## src/rtl/l5_ram_pkg.sv

```systemverilog
// Shared encodings and geometry for the 64x8 latch RAM access controller.
package l5_ram_pkg;

    localparam int L5_RAM_AW = 6;
    localparam int L5_RAM_DW = 8;

    typedef enum logic [1:0] {
        ST_IDLE   = 2'd0,
        ST_SETUP  = 2'd1,
        ST_ACCESS = 2'd2,
        ST_DONE   = 2'd3
    } l5_state_t;

endpackage

```

## src/rtl/l5_rr_arbiter.sv

```systemverilog
// Two-way request arbiter. L5_RR_ARB_EN selects round-robin tie-breaking;
// otherwise port 0 always wins a tie.
module l5_rr_arbiter (
    input  logic [1:0] req,
    input  logic       last_grant,
    input  logic       enable,
    output logic [1:0] gnt
);

`ifndef L5_RR_ARB_EN
    logic unused_last_grant;
    assign unused_last_grant = last_grant;
`endif

    always_comb begin
        gnt = 2'b00;
        if (enable) begin
            if (req == 2'b11) begin
`ifdef L5_RR_ARB_EN
                // Tie goes to the port that was not served last.
                gnt = last_grant ? 2'b01 : 2'b10;
`else
                gnt = 2'b01;
`endif
            end else begin
                gnt = req;
            end
        end
    end

endmodule

```

## src/rtl/l5_ram_ctrl.sv

```systemverilog
// Two-port arbitrated access controller for the 64x8 latch RAM.
// Build option: L5_RR_ARB_EN enables round-robin arbitration (default fixed priority).
module l5_ram_ctrl
    import l5_ram_pkg::*;
#(
    parameter int AW = L5_RAM_AW,
    parameter int DW = L5_RAM_DW
) (
    input  logic          clk,
    input  logic          rst,
    input  logic          req0,
    input  logic          wr0,
    input  logic [AW-1:0] addr0,
    input  logic [DW-1:0] wdata0,
    output logic          ack0,
    input  logic          req1,
    input  logic          wr1,
    input  logic [AW-1:0] addr1,
    input  logic [DW-1:0] wdata1,
    output logic          ack1,
    output logic [DW-1:0] rdata,
    output logic          busy,
    output logic [AW-1:0] ram_a,
    output logic          ram_cs,
    output logic          ram_oe,
    output logic          ram_we,
    output logic [DW-1:0] ram_di,
    input  logic [DW-1:0] ram_do
);

    l5_state_t  state;
    logic       last_grant;
    logic       sel;
    logic       wr_q;
    logic [1:0] gnt;

    l5_rr_arbiter u_arb (
        .req        ({req1, req0}),
        .last_grant (last_grant),
        .enable     (state == ST_IDLE),
        .gnt        (gnt)
    );

    // ram_a/ram_di double as the captured payload registers, so later
    // changes on the request side cannot reach the RAM pins.
    always_ff @(posedge clk or posedge rst) begin
        if (rst) begin
            state      <= ST_IDLE;
            ack0       <= 1'b0;
            ack1       <= 1'b0;
            busy       <= 1'b0;
            ram_cs     <= 1'b0;
            ram_oe     <= 1'b0;
            ram_we     <= 1'b0;
            ram_a      <= '0;
            ram_di     <= '0;
            rdata      <= '0;
            last_grant <= 1'b1;
            sel        <= 1'b0;
            wr_q       <= 1'b0;
        end else begin
            case (state)
                ST_IDLE: begin
                    ack0 <= 1'b0;
                    ack1 <= 1'b0;
                    if (gnt != 2'b00) begin
                        sel    <= gnt[1];
                        wr_q   <= gnt[1] ? wr1 : wr0;
                        ram_a  <= gnt[1] ? addr1 : addr0;
                        ram_di <= gnt[1] ? wdata1 : wdata0;
                        ram_cs <= 1'b1;
                        busy   <= 1'b1;
                        state  <= ST_SETUP;
                    end
                end
                ST_SETUP: begin
                    ram_we <= wr_q;
                    ram_oe <= ~wr_q;
                    state  <= ST_ACCESS;
                end
                ST_ACCESS: begin
                    if (!wr_q) begin
                        rdata <= ram_do;
                    end
                    ram_cs <= 1'b0;
                    ram_oe <= 1'b0;
                    ram_we <= 1'b0;
                    ack0   <= ~sel;
                    ack1   <= sel;
                    state  <= ST_DONE;
                end
                ST_DONE: begin
                    ack0       <= 1'b0;
                    ack1       <= 1'b0;
                    busy       <= 1'b0;
                    last_grant <= sel;
                    state      <= ST_IDLE;
                end
                default: state <= ST_IDLE;
            endcase
        end
    end

endmodule

```

## config.mk

```make
export PLATFORM = sky130hd
export DESIGN_NAME = l5_ram_ctrl
export DESIGN_NICKNAME = d
export VERILOG_FILES = /design/src/rtl/l5_ram_pkg.sv /design/src/rtl/l5_rr_arbiter.sv /design/src/rtl/l5_ram_ctrl.sv
export SDC_FILE = /design/constraint.sdc
export NUM_CORES = 1
export LEC_CHECK = 0
export ABC_AREA = 0
export BUFFER_PORTS_ARGS = -buffer_cell sky130_fd_sc_hd__buf_4
export CAP_MARGIN = 30
export CORE_MARGIN = 10
export CORE_UTILIZATION = 49
export DETAILED_ROUTE_END_ITERATION = 12
export PLACE_DENSITY = 0.95
export SKIP_CTS_REPAIR_TIMING = 1
export SYNTH_ARGS = -nofsm -noshare
export SYNTH_HDL_FRONTEND = slang
export SYNTH_SLANG_ARGS = --single-unit
```

## constraint.sdc

```tcl
create_clock -name clk -period 4.8 [get_ports clk]
set_clock_uncertainty 0.15 [all_clocks]
set_input_delay 0.48 -clock clk [delete_from_list [all_inputs] [get_ports clk]]
set_output_delay 0.48 -clock clk [all_outputs]
set_load 0.01 [all_outputs]
```

Yosys cells after proc, flatten, opt, wreduce, memory -nomap -nowiden
Index checks and enable logic that the tools add are counted.
{"block": "word_totals", "register_bits": 32, "out_inout_bits": 28}
{"block": "classes", "eq_ne": 5, "n_mux": 14, "bitwise": 2, "reduce_logical": 11}
{"op": "one-hot mux 1 bit (2 select lines)", "count": 6}
{"op": "nonzero test 2 bit", "count": 5}
{"op": "two-way mux 8 bit", "count": 1}
{"op": "one-hot mux 2 bit (4 select lines)", "count": 1}
{"op": "AND reduction 2 bit", "count": 4}
{"op": "== test 2 bit (second input constant)", "count": 3}
{"op": "two-way mux 2 bit", "count": 3}
{"op": "two-way mux 6 bit", "count": 1}
{"op": "== test 2 x 1 -> 1 bit (second input constant)", "count": 1}
{"op": "logical NOT 2 bit", "count": 1}
{"op": "two-way mux 1 bit", "count": 2}
{"op": "inequality test 2 bit (second input constant)", "count": 1}
{"op": "NOT 1 bit", "count": 2}
{"op": "OR reduction 2 bit", "count": 1}

Depth between registers and ports, before layout
{"block": "logic_depth", "depth_word": 6, "mapped_depth": 6, "mapped_depth_nobuf": 5}

Hierarchy
From an unflattened synthesis, not the netlist that was laid out.
{"block": "unflattened", "hier_cells": 140, "hier_area_um2": 1532.7}
{"module": "l5_ram_ctrl", "instances": 1, "cells_each": 138, "area_each_um2": 1516.5, "seq_area_each_um2": 827.0}
{"module": "l5_rr_arbiter", "instances": 1, "cells_each": 2, "area_each_um2": 16.3, "seq_area_each_um2": 0.0}

Least setup slack after synthesis
No wires, ideal clock.
{"block": "synth_timing", "path_kind": "reg-to-reg", "start": "reg state[0]", "end": "reg rdata[0]", "setup_ns": 0.125, "t_arrival_ns": 1.313, "t_required_ns": 4.525, "slack_ns": 3.213, "path_stages_with_launch": 6, "synth_period_minus_slack_ns": 1.587, "cell_sequence": "dfrtp_1 -> inv_1 -> ha_1 -> nor2b_1 -> buf_6 -> mux2_2"}
{"block": "synth_between", "elab_chain_len": 2}
{"item": "from (decl)", "line_no": "l5_ram_ctrl.sv:31", "rtl": "l5_state_t state;"}
{"item": "from (signal assigned)", "line_no": "l5_ram_ctrl.sv:48", "rtl": "state <= ST_IDLE;"}
{"item": "from (signal assigned)", "line_no": "l5_ram_ctrl.sv:73", "rtl": "state <= ST_SETUP;"}
{"item": "from (signal assigned)", "line_no": "l5_ram_ctrl.sv:79", "rtl": "state <= ST_ACCESS;"}
{"item": "== test 2 bit", "line_no": "l5_ram_ctrl.sv:62", "rtl": "case (state)"}
{"item": "AND reduction 2 bit (no line)"}
{"item": "to (signal assigned)", "line_no": "l5_ram_ctrl.sv:83", "rtl": "rdata <= ram_do;"}
{"item": "to (decl)", "line_no": "l5_ram_ctrl.sv:21", "rtl": "output logic [DW-1:0] rdata,"}
Every way passes these cells.
A chain may end at the register's enable or synchronous reset.

Worst setup path after layout
{"block": "layout_timing", "start": "reg state[0]", "end": "reg ram_a[2]"}
{"block": "layout_between", "elab_chain_len": 4}
{"item": "logical NOT 2 bit *", "line_no": "l5_ram_ctrl.sv:40, l5_ram_ctrl.sv:62"}
{"item": "two-way mux 2 bit", "line_no": "l5_rr_arbiter.sv:17", "rtl": "if (enable) begin"}
{"item": "nonzero test 2 bit", "line_no": "l5_ram_ctrl.sv:66", "rtl": "if (gnt != 2'b00) begin"}
{"item": "AND reduction 2 bit (no line)"}
{"item": "to (signal assigned)", "line_no": "l5_ram_ctrl.sv:69", "rtl": "ram_a <= gnt[1] ? addr1 : addr0;"}
{"item": "to (decl)", "line_no": "l5_ram_ctrl.sv:23", "rtl": "output logic [AW-1:0] ram_a,"}
Every way passes the cells marked *; elsewhere a longest branch is shown, timed or not.

==> out/results.env <==
SYNTH_CELL_TYPES=26
FIN_CRIT_PS=2390
REPORT.FINAL.SLEW_VIOL_COUNT=0
SYNTHTOPCELLSBYAREA='sky130_fd_sc_hd__dfrtp_1 (55%), sky130_fd_sc_hd__o22ai_1 (9.1%), sky130_fd_sc_hd__mux2_2 (7.0%)'
POST_LAYOUT_NONFILLER_INSTANCES=225
LAYOUT_AREA_OVERHEAD_PCT=41.2
ANTENNA_VIOLATIONS_BEFORE_REPAIR=0
CLOCK_INSERTION_DELAY_WORST_SKEW_PS=330
DRTITER0DRC=71
CORE-AREA_MM2=0.00278
DIEAREA_MM2=0.00552
OUTCOME='completed'
NUMBER_OF_LEVELS_IN_THE_CLOCK_H_TREE=2
FLOORPLAN.DIE.HEIGHT_UM=74.3
CLOCK_TREE.BUFFER_DEPTH=2
NETLIST_INSTANCES=123
POST_SYNTHESIS_SEQUENTIAL_AREA_RATIO_PCT=55.4
DR.PASS1.ITERS=4
FIRST_PASS_GRT_WIRE_LENGTH_MM=6.72
TOTALWIRELENGTH_MM=4.04
NUMPLACEDINSTANCES=218
DRT-VIAS-PER-INSTANCE=5.60
SYNTHSIMPLEGATEAREAFRAC_PCT=8.83
DIODES=0
WORST_PATH_MOST_REPEATED_CELL='sky130_fd_sc_hd__inv_1'
CLK_TRANSITION_REPORTED_PATHS_PS=90
HOLD_PATH.CLASS='in -> async'
FILLERINSTANCES=183
YOSYSMOSTFREQUENTCELL='sky130_fd_sc_hd__dfrtp_1'
WORST_EP_REQUIRED_TIME_PS=4900
DETAILROUTE.VIA_COUNT=1260
WORST_SLEW_PIN_SLEW_PS=906
TIMING.FINAL.CRIT_SHARE_PCT=49.8
YOSYSTOPAREACELL='sky130_fd_sc_hd__dfrtp_1'
GRTUSAGETOTAL_PCT=15.6
TIMING.MAX_SLEW.REL_SLACK_PCT=39.6
TRITONCTS='done'
GRT_OVERFLOW=0
AVGSYNTHCELLAREA_UM2=11.7
POSTSYNTHREGISTERBITS=32
START_KIND='flip-flop'
TOP_LAYER_USED='met4'
RSZ0062_AT_GRT='no'
DIE_X_UM=74.3
CP_TOP_FAMILY='adder cells'
GRT_MAX_DEGREE=28
POST_DRT_WL_PER_CELL_UM=18.0
CLOCK_TREE_ROOT='sky130_fd_sc_hd__clkbuf_4'
YOSYS-TOP-CELLS-COUNT='sky130_fd_sc_hd__dfrtp_1 (32), sky130_fd_sc_hd__o22ai_1 (21), sky130_fd_sc_hd__a2bb2oi_1 (10)'
REPORTED_LEAKAGE_POWER_nW=0.970
TIMING.SETUP.TNS_PS=0
NUMBER_OF_BUFFERS_ADDED_BY_THE_CLOCK_TREE_SYNTHESIS_STEP=5
IRDROPWORSTVDD_uV=438
TIMING_WORST_SETUP_PATH_TYPE='reg -> reg'
WORSTSETUPENDPOINTTYPE='flip-flop'
MAPPEDNETLISTNETS=169
FINAL_DESIGN_AREA_NO_FILL_MM2=0.00204
FINAL_LAYOUT_SIZE_SUFFIX_GT1_SHARE_PCT=45.9
MAX_CLOCK_FREQ_MHz=418
NUMPORTBUFFERS=69
SYNTH_TOP_CELL_AREA_SHARE_PCT=55.4
SYNTHMUXAREASHARE_PCT=7.01
PLACED_AREA_MM2=0.00198
CP_CELL_SEQUENCE='inv_1, ha_1, inv_1, nor2_4, a2bb2oi_1'
NUMBER_OF_BUFFERS_AND_INVERTERS_ON_THE_CRITICAL_PATH=2
FINAL_NETS=240
AREA_FRACTION_IN_COMPOUND_GATES_AFTER_SYNTHESIS_PCT=20.0
PATH_MAX_FANOUT=27
CORE.ROWCOUNT=19
CTS.SINK_COUNT=32
HOLD_VIOLATIONS=0
CRIT_CELLS=5
MAIN_COMBINATIONAL_CELL_FAMILY_BY_AREA_AFTER_SYNTHESIS='compound AO/OA/AOI/OAI gates'
DRT.ANTENNA.VIOLATING_NETS=0
DETAIL_ROUTE.WIRELENGTH.MET1_MM=1.62
SYNTH-XOR-AREA-SHARE_PCT=0
P_PER_AREA_mW_PER_MM2=639
DETAILED_PLACE_HPWL_MM=3.30
HOLDWS_PS=25.4
FINALWEIGHTEDCONGESTION=0.739
SYNTH_ENABLE_FLOP_CELLS=0
MAPPEDNETLISTAREA_MM2=0.00145
VIAS_IN_THE_FIRST_GLOBAL_ROUTE=1427
PIN_COUNT=70
SYNTH_FA_HA_AREA_SHARE_PCT=3.46
YS_DOMINANT_REG_CELL='sky130_fd_sc_hd__dfrtp_1'
WORST_PATH_LARGEST_CELL_DELAY_PS=760
START_UTIL_PCT=52.0
WL_MET3_UM=299
WL_MET2_MM=2.04
DRC=0
WORST_R2R_PATH_CELLS=5
DRV.MAX_CAP_VIOLATION_COUNT=0
FIN_UTIL_PCT=73.4
TIMING.FINAL.SETUP_VIOLATIONS=0
CRITPATHSLOWESTCELL='sky130_fd_sc_hd__ha_1'
CRITICAL_PATH_ARRIVAL_PS=2490
YS_WARN_COUNT=0
SYNTHARSTFLOPSHARE_PCT=100
-- power breakdown --
part | switching (mW) | internal [mW] | total (mW) | leakage, nW
clock network | 0.0871 | 0.0830 | 0.170 | 0.0374
registers | 0.0872 | 0.405 | 0.492 | 0.371
logic | 0.306 | 0.335 | 0.641 | 0.561
total | 0.480 | 0.823 | 1.30 | 0.970
-- per-stage QoR --
stage,setup WS [ps],total power [mW]
floorplan,3210,0.859
global placement,2690,1.10
detailed placement,2460,1.15
CTS,2430,1.32
global route,2120,1.41
finish,2410,1.30
-- cell usage in the layout, fill, tap and decap left out --
cell | Yosys | final
sky130_fd_sc_hd__buf_4 | 1 | 69
sky130_fd_sc_hd__dfrtp_1 | 32 | 32
sky130_fd_sc_hd__o22ai_1 | 21 | 21
sky130_fd_sc_hd__a2bb2oi_1 | 10 | 10
sky130_fd_sc_hd__mux2_2 | 9 | 9
sky130_fd_sc_hd__nor2_1 | 8 | 8
sky130_fd_sc_hd__nand2_1 | 6 | 6
sky130_fd_sc_hd__nand2b_1 | 6 | 6
sky130_fd_sc_hd__inv_1 | 5 | 5
sky130_fd_sc_hd__clkbuf_4 | 0 | 5
sky130_fd_sc_hd__ha_1 | 4 | 4
sky130_fd_sc_hd__o21ai_0 | 3 | 3
sky130_fd_sc_hd__a21oi_1 | 2 | 2
sky130_fd_sc_hd__o2bb2ai_1 | 2 | 2
sky130_fd_sc_hd__clkbuf_8 | 0 | 2
sky130_fd_sc_hd__nor2_4 | 1 | 1
sky130_fd_sc_hd__clkinv_1 | 1 | 1
sky130_fd_sc_hd__nand2b_4 | 1 | 1
sky130_fd_sc_hd__nor2b_1 | 1 | 1
sky130_fd_sc_hd__or2_1 | 1 | 1
sky130_fd_sc_hd__o31ai_1 | 1 | 1
sky130_fd_sc_hd__o21ai_1 | 1 | 1
sky130_fd_sc_hd__o21ai_2 | 1 | 1
sky130_fd_sc_hd__a31oi_1 | 1 | 1
sky130_fd_sc_hd__buf_16 | 0 | 1
-- cell type report --
| type | instances | area (um2) | area share, % |
|---|---|---|---|
| sequential | 32 | 801 | 39.2 |
| multi-input combinational | 79 | 568 | 27.8 |
| timing repair buffer | 70 | 546 | 26.7 |
| clock buffer | 7 | 65.1 | 3.19 |
| tap | 31 | 38.8 | 1.90 |
| inverter | 6 | 22.5 | 1.10 |
-- cell families (layout without fill, tap and decap cells) --
family,count (synthesis),in the layout
AO/OA/AOI/OAI,42,42
flip-flops,32,32
AND/OR/NAND/NOR,24,24
buffers and inverters,12,83
multiplexers,9,9
adder cells (fa/ha/maj),4,4
-- state kept, by name, indices dropped and copies added (netlist names) --
register and cells:
ack1 1, ram_we 1, sel 1, ram_oe 1
busy 1, ram_a 6, ram_cs 1, rdata 8
state 2, wr_q 1, ack0 1, ram_di 8
-- path summary, 6_finish.rpt --
kind                                from         to  slack, ps
worst min register to register    ram_cs     ram_cs        350
worst max-delay path            state[0]   ram_a[2]       2410
min in group clk                    req0        sel        210
max in group asynchronous            rst  ram_di[0]       4000
worst max register to register  state[0]   ram_a[2]       2410
worst min-delay path                 rst   ram_a[1]         30
-- per-layer routing --
layer / vias up / GRT usage, %
li1: 594 / -
met1: 607 / 18.2
met2: 52 / 24.9
met3: 7 / 6.25
met4: 0 / 6.50
met5: - / 0
(Power assumes the default switching activity.)
